$ cat config.mk
export PLATFORM = sky130hd
export DESIGN_NAME = uart_word_tx
export DESIGN_NICKNAME = d
export VERILOG_FILES = /design/src/rtl/sc1_uart_proto.sv /design/src/rtl/uart_byte_tx.sv /design/src/rtl/uart_word_tx.sv
export SDC_FILE = /design/constraint.sdc
export NUM_CORES = 1
export LEC_CHECK = 0
export ABC_CLOCK_PERIOD_IN_PS = 2600
export CAP_MARGIN = 20
export CORE_MARGIN = 3
export CORE_UTILIZATION = 48
export CTS_CLUSTER_SIZE = 25
export DETAILED_ROUTE_END_ITERATION = 8
export MAX_ROUTING_LAYER = met4
export PLACE_DENSITY = 0.73
export SLEW_MARGIN = 20
export SYNTH_ARGS = -nofsm -noshare
export SYNTH_HDL_FRONTEND = slang
export SYNTH_HIERARCHICAL = 1
export SYNTH_SLANG_ARGS = --single-unit
$ cat constraint.sdc
create_clock -name clk -period 2.6 [get_ports clk]
set_input_delay 0.39 -clock clk [delete_from_list [all_inputs] [get_ports clk]]
set_output_delay 0.39 -clock clk [all_outputs]
set_load 0.01 [all_outputs]
$ cat src/rtl/sc1_uart_proto.sv
// sc1_uart_proto: shared constants and types for the SoC UART word protocol.
// Both the word transmitter and the SoC loader use this package, so they
// agree on the frame markers, the frame length and the bit-engine states.
// No ports (package only).
package sc1_uart_proto;

  localparam logic [7:0] UART_START_BYTE    = 8'haa;
  localparam logic [7:0] UART_END_BYTE      = 8'h55;
  localparam int         UART_FRAME_BYTES   = 10;
  localparam int         UART_BITS_PER_BYTE = 8;

  typedef enum logic [1:0] {
    IDLE  = 2'd0,
    START = 2'd1,
    DATA  = 2'd2,
    STOP  = 2'd3
  } uart_state_t;

  // Returns the byte sent at position idx of a frame:
  // start marker, address little-endian, data little-endian, end marker.
  function automatic logic [7:0] frame_byte(input logic [31:0] addr,
                                            input logic [31:0] data,
                                            input logic [3:0]  idx);
    logic [7:0] b;
    case (idx)
      4'd0:    b = UART_START_BYTE;
      4'd1:    b = addr[7:0];
      4'd2:    b = addr[15:8];
      4'd3:    b = addr[23:16];
      4'd4:    b = addr[31:24];
      4'd5:    b = data[7:0];
      4'd6:    b = data[15:8];
      4'd7:    b = data[23:16];
      4'd8:    b = data[31:24];
      default: b = UART_END_BYTE;
    endcase
    return b;
  endfunction

endpackage

$ cat src/rtl/uart_byte_tx.sv
// uart_byte_tx: 8N1 bit engine for one byte (START / DATA / STOP).
// A new byte can be loaded in IDLE or in the last cycle of a stop bit, which
// lets consecutive bytes run with no gap between them.
// Ports:
//   clk, rst_n   core clock, asynchronous active-low reset
//   byte_valid   a byte is offered on byte_in
//   byte_ready   engine takes byte_in on this edge if byte_valid
//   byte_in      byte to send, LSB first
//   txd          registered serial line, idle high
//   busy         engine is not IDLE
module uart_byte_tx
  import sc1_uart_proto::*;
#(
  parameter int BIT_CYCLES = 2
) (
  input  logic       clk,
  input  logic       rst_n,
  input  logic       byte_valid,
  output logic       byte_ready,
  input  logic [7:0] byte_in,
  output logic       txd,
  output logic       busy
);

  localparam int WAIT = BIT_CYCLES - 1;
  localparam int TICK_W = (BIT_CYCLES > 1) ? $clog2(BIT_CYCLES) : 1;
  localparam logic [TICK_W-1:0] WAIT_T = TICK_W'(WAIT);
  localparam logic [2:0] LAST_BIT = 3'(UART_BITS_PER_BYTE - 1);

  uart_state_t       state_q, state_d;
  logic [TICK_W-1:0] tick_q;
  logic [2:0]        bit_idx_q, bit_idx_d;
  logic [7:0]        cur_byte_q;
  logic              txd_q, txd_d;
  logic              tick_end;
  logic              load;

  assign tick_end   = (tick_q == WAIT_T);
  assign byte_ready = (state_q == IDLE) || ((state_q == STOP) && tick_end);
  assign load       = byte_valid && byte_ready;
  assign txd        = txd_q;

  // State register. The tick counter restarts at every bit boundary and is
  // parked at 0 in IDLE; with one cycle per bit it therefore never leaves 0.
  always_ff @(posedge clk or negedge rst_n) begin
    if (!rst_n) begin
      state_q    <= IDLE;
      tick_q     <= '0;
      bit_idx_q  <= '0;
      cur_byte_q <= '0;
      txd_q      <= 1'b1;
    end else begin
      state_q   <= state_d;
      bit_idx_q <= bit_idx_d;
      txd_q     <= txd_d;
      if (load) begin
        cur_byte_q <= byte_in;
      end
      if ((state_q == IDLE) || tick_end) begin
        tick_q <= '0;
      end else begin
        tick_q <= tick_q + 1'b1;
      end
    end
  end

  // Next-state logic. bit_idx is cleared on entering DATA and holds at 7
  // through STOP, so it never wraps.
  always_comb begin
    state_d   = state_q;
    bit_idx_d = bit_idx_q;
    case (state_q)
      IDLE: begin
        if (byte_valid) state_d = START;
      end
      START: begin
        if (tick_end) begin
          state_d   = DATA;
          bit_idx_d = '0;
        end
      end
      DATA: begin
        if (tick_end) begin
          if (bit_idx_q == LAST_BIT) state_d = STOP;
          else                       bit_idx_d = bit_idx_q + 3'd1;
        end
      end
      STOP: begin
        if (tick_end) state_d = byte_valid ? START : IDLE;
      end
      default: state_d = IDLE;
    endcase
  end

  // Output logic. The line value is computed from the next state so that the
  // registered txd lines up with the state it belongs to.
  always_comb begin
    txd_d = 1'b1;
    busy  = (state_q != IDLE);
    case (state_d)
      START:   txd_d = 1'b0;
      DATA:    txd_d = cur_byte_q[bit_idx_d];
      default: txd_d = 1'b1;
    endcase
  end

endmodule

$ cat src/rtl/uart_word_tx.sv
// uart_word_tx: sends one (address, data) pair as a 10-byte 8N1 frame:
// 0xAA, address LE, data LE, 0x55.
// Ports:
//   clk, rst_n          core clock, asynchronous active-low reset
//   in_valid/in_ready   word handshake; transfer when both high on posedge
//   in_address, in_data word captured at the accepting edge
//   uart_txd            serial output, idle high
//   busy                frame in progress
//   done                one-cycle pulse after the final stop bit
module uart_word_tx
  import sc1_uart_proto::*;
#(
  parameter int CLK_HZ  = 50_000_000,
  parameter int SCLK_HZ = 25_000_000
) (
  input  logic        clk,
  input  logic        rst_n,
  input  logic        in_valid,
  output logic        in_ready,
  input  logic [31:0] in_address,
  input  logic [31:0] in_data,
  output logic        uart_txd,
  output logic        busy,
  output logic        done
);

  localparam int BIT_CYCLES = CLK_HZ / SCLK_HZ;
  localparam logic [3:0] LAST_BYTE = 4'(UART_FRAME_BYTES - 1);

  if (BIT_CYCLES < 1) begin : g_bad_bit_cycles
    $error("uart_word_tx: CLK_HZ/SCLK_HZ must be at least 1");
  end

  logic [31:0] addr_q;
  logic [31:0] data_q;
  logic [3:0]  byte_idx_q;
  logic        done_q;
  logic        eng_busy;
  logic        byte_valid;
  logic        byte_ready;
  logic [7:0]  byte_in;
  logic        accept;
  logic        advance;
  logic        frame_end;

  assign in_ready = !eng_busy;
  assign busy     = eng_busy;
  assign done     = done_q;
  assign accept   = in_valid && in_ready;

  // While idle the offered word starts a frame with the start marker; during
  // a frame the engine is fed the byte after the one currently on the line.
  assign byte_valid = eng_busy ? (byte_idx_q < LAST_BYTE) : in_valid;
  assign byte_in    = eng_busy ? frame_byte(addr_q, data_q, byte_idx_q + 4'd1)
                               : UART_START_BYTE;
  assign advance    = eng_busy && byte_ready && byte_valid;
  assign frame_end  = eng_busy && byte_ready && (byte_idx_q == LAST_BYTE);

  // Word capture, byte index and the done pulse.
  always_ff @(posedge clk or negedge rst_n) begin
    if (!rst_n) begin
      addr_q     <= '0;
      data_q     <= '0;
      byte_idx_q <= '0;
      done_q     <= 1'b0;
    end else begin
      done_q <= frame_end;
      if (accept) begin
        addr_q     <= in_address;
        data_q     <= in_data;
        byte_idx_q <= '0;
      end else if (advance) begin
        byte_idx_q <= byte_idx_q + 4'd1;
      end
    end
  end

  uart_byte_tx #(
    .BIT_CYCLES(BIT_CYCLES)
  ) u_byte_tx (
    .clk       (clk),
    .rst_n     (rst_n),
    .byte_valid(byte_valid),
    .byte_ready(byte_ready),
    .byte_in   (byte_in),
    .txd       (uart_txd),
    .busy      (eng_busy)
  );

endmodule

==> metrics.md <==
| Metric | Value |
|---|---|
| Synth Cell Area | `between 0.004 and 0.005 sq mm` |
| Hold/Removal Path Class | `in2async` |
| Power Density | `1143 mW/mm^2` |
| Die area | `0.01059 sq mm` |
| Critical path data arrival time | `2.70 ns` |
| CTS H-Tree Depth | `3` |
| Seq/Total Area, Yosys | `46.66%` |
| Number of diodes | `0` |
| Die width | `between 100 and 150 microns` |
| Count of cell types in the netlist | `63` |
| Synth Register Bits | `84` |
| DRC | `0` |
| Final hold vios | `0` |
| DRT Wirelength | `between 10 and 15 mm` |
| Area of the multi-input gates | `0.002201 sq mm` |
| Layout area overhead | `20.93%` |
| RSZ-0062 raised after global routing | `false` |
| Initial antenna violation count | `0` |
| Input/output buffers | `70` |
| CTS Sinks | `84` |
| CTS clk-pin slew, worst paths | `0.09 ns` |
| Reg area | `0.002103 sq mm` |
| Slew @ Worst Pin | `0.6552 ns` |
| DP Area | `0.005261 sq mm` |
| Final net count | `655` |
| Vias | `between 3k and 4k` |
| Syn Nets | `595` |
| EDFF count, synth | `0` |
| Iteration-0 DRC count of the detailed router | `339` |
| Critical path peak fanout | `12` |
| Gpl congestion | `0.9424` |
| Clk_lat worst skew | `0.36 ns` |
| Starting Density | `50.46%` |
| Minimum clock period after layout | `roughly 2.5 ns` |
| CP Data Required Time | `~2.8 ns` |
| Post-Place Cells | `673` |
| CP Capture Type | `flip-flop` |
| Final worst-path cycle share | `~95%` |
| Leading area contributor after synthesis | `dfrtp_1` |
| Core area | `0.008934 sq mm` |
| Fin. max-slew vios | `0` |
| Lkg Pwr | `2.580 nW` |
| VDD IR-drop max | `about 0.44 mV` |
| Async set-reset flop share out of synthesis | `100.0%` |
| Post-CTS setup buffers | `0` |
| Die H | `102.9 microns` |
| Root buf cell | `clkbuf_8` |
| Mapped Avg Cell Area | `~8.7 sq um` |
| Mapped Cells | `roughly 520` |
| Critical Path Source Type | `flip-flop` |
| Setup TNS Final | `0 ns` |
| Max cap viols | `0` |
| DR WL/cell | `16.23 microns` |
| Largest net degree at the start of global routing | `just under 70` |
| Layout Skew | `0.01443 ns` |
| Total CTS buffers | `9` |
| Cell Count, Final, Fillers Out | `a little under 700` |
| Design area | `0.005451 sq mm` |
| # setup viols final | `0` |
| Clock Tree Buf Depth | `2` |
| Largest cells by area after synthesis | `dfrtp_1 (46%), nand2_1 (18%), ha_1 (3.3%)` |
| Fraction of layout cells with a size suffix above 1 | `8.950%` |
| Worst Reg-to-Reg Cells | `7` |
| Vias in the first global route | `between 3k and 4k` |
| Site Rows | `34` |
| Fmax | `405.3 MHz` |
| Drt pass-1 iters | `7` |
| Rel. slew slack | `56.32%` |
| Setup Crit Path Kind | `reg2reg` |
| Routed Antenna Nets | `0` |
| Layout fillers | `834` |
| Post-synth top area share | `between 40 and 50%` |
| GRT Overall Usage | `23.14%` |
| Ys Warns | `6` |
| First-pass GRT wire length | `18.48 mm` |
| Status | `finished clean` |
| Top Ports | `71` |
| Grt total ovfl | `0` |
| Detail Placement HPWL | `8.359 mm` |
| TritonCTS clock tree | `built` |
| Most used DFF post-synth | `dfrtp_1` |
| Via density | `roughly 5.6` |
==> path summary, 6_finish.rpt <==
path	startpoint	slack, ns	end
min in group clk	addr_q[28]	0.48	addr_q[28]
worst min-delay path	rst_n	0.02	u_byte_tx/bit_idx_q[2]
worst max-delay path	byte_idx_q[0]	0.13	u_byte_tx/cur_byte_q[6]
worst max register to register	byte_idx_q[0]	0.13	u_byte_tx/cur_byte_q[6]
worst min register to register	addr_q[28]	0.48	addr_q[28]
max in group asynchronous	rst_n	1.96	data_q[19]
==> layout by cell type (no fill, tap or decap), types with 9 or more instances in the layout <==
cell | synthesis | layout
a31oi_1 | 13 | 13
nand3_1 | 12 | 12
clkbuf_8 | 0 | 10
a22oi_1 | 15 | 15
ha_1 | 12 | 10
nor2_1 | 9 | 9
dfrtp_1 | 83 | 83
clkdlybuf4s50_1 | 0 | 69
inv_1 | 15 | 15
nand2_1 | 216 | 215
==> metal layers <==
layer | global-route usage, % | wire length (microns) | up-vias
met2 | 34.98 | 5178 | 139
met3 | 3.857 | 578 | 21
met4 | 5.279 | 121 | 0
met1 | 32.87 | 5306 | 1832
met5 | - | 0 | -
li1 | - | - | 1869
==> per-stage QoR <==
stage	hold WS [ns]	power, mW	setup WS, ns	util [%]
finish	0.01933	6.232	0.1326	61.02
global route	0.05469	6.752	0.003062	61.02
CTS	0.04331	6.241	0.09030	60.97
detailed placement	0.4237	5.376	0.1528	58.89
global placement	0.4212	5.257	0.2931	58.89
floorplan	0.09441	4.529	0.1345	-
==> where the power goes <==
| part | switching, mW | internal, mW | leakage (nW) | total [mW] |
|---|---|---|---|---|
| clock network | 0.485 | 0.377 | 0.0811 | 0.862 |
| registers | 0.550 | 1.94 | 1.04 | 2.49 |
| logic | 1.65 | 1.23 | 1.45 | 2.88 |
==> kinds of logic after synthesis <==
group | after synthesis | share of synthesized area, %
AND/OR/NAND/NOR | 287 | 28.87
multiplexers | 15 | 3.608
adder cells (fa/ha/maj) | 12 | 3.330
XOR/XNOR | 1 | 0.1943
AO/OA/AOI/OAI | 73 | 12.49
buffers and inverters | 44 | 4.857
flip-flops | 84 | 46.66
==> cell type report <==
type	instances	share of cell area, %
multi-input combinational	388	40.37
timing repair buffer	78	14.14
clock inverter	6	0.8722
clock buffer	10	2.525
sequential	84	38.58
inverter	15	1.033
tap	108	2.479
==> critical path: stages (launching register included) <==
cell      delay, ns
dfrtp_1        0.59
ha_1           0.32
nand2b_1       0.19
o21ai_0        0.19
and3_1         0.24
a211oi_1       0.38
a41oi_2        0.16
mux2_2         0.28
==> synthesized netlist by cell type, types with 3 or more instances <==
library cell	instances
nand2_1	216
dfrtp_1	83
a22oi_1	15
inv_1	15
a31oi_1	13
clkbuf_1	13
ha_1	12
nand3_1	12
nor2_1	9
a22o_1	8
mux2_2	8
o21ai_0	8
buf_2	7
a221oi_1	6
nand4_1	6
nor2b_1	6
and3_1	5
mux2i_1	5
and4_1	4
nand2b_1	4
nor4_1	4
a32oi_1	3
buf_4	3
buf_6	3
nand4b_1	3
==> registers in the layout, summed over array words and instances (netlist names) <==
| name | count |
|---|---|
| addr_q | 32 |
| u_byte_tx/cur_byte_q | 8 |
| u_byte_tx/tick_end | 1 |
| data_q | 32 |
| done | 1 |
| byte_idx_q | 4 |
| u_byte_tx/bit_idx_q | 3 |
| u_byte_tx/state_q | 2 |
| u_byte_tx/txd | 1 |
==> repair_timing <==
action	CTS	global route
resized for setup	0	2
endpoints found under the setup margin	0	5
endpoints found under the hold margin	0	0
hold buffers	0	0
No activity file was read; power rests on OpenSTA's default activity.
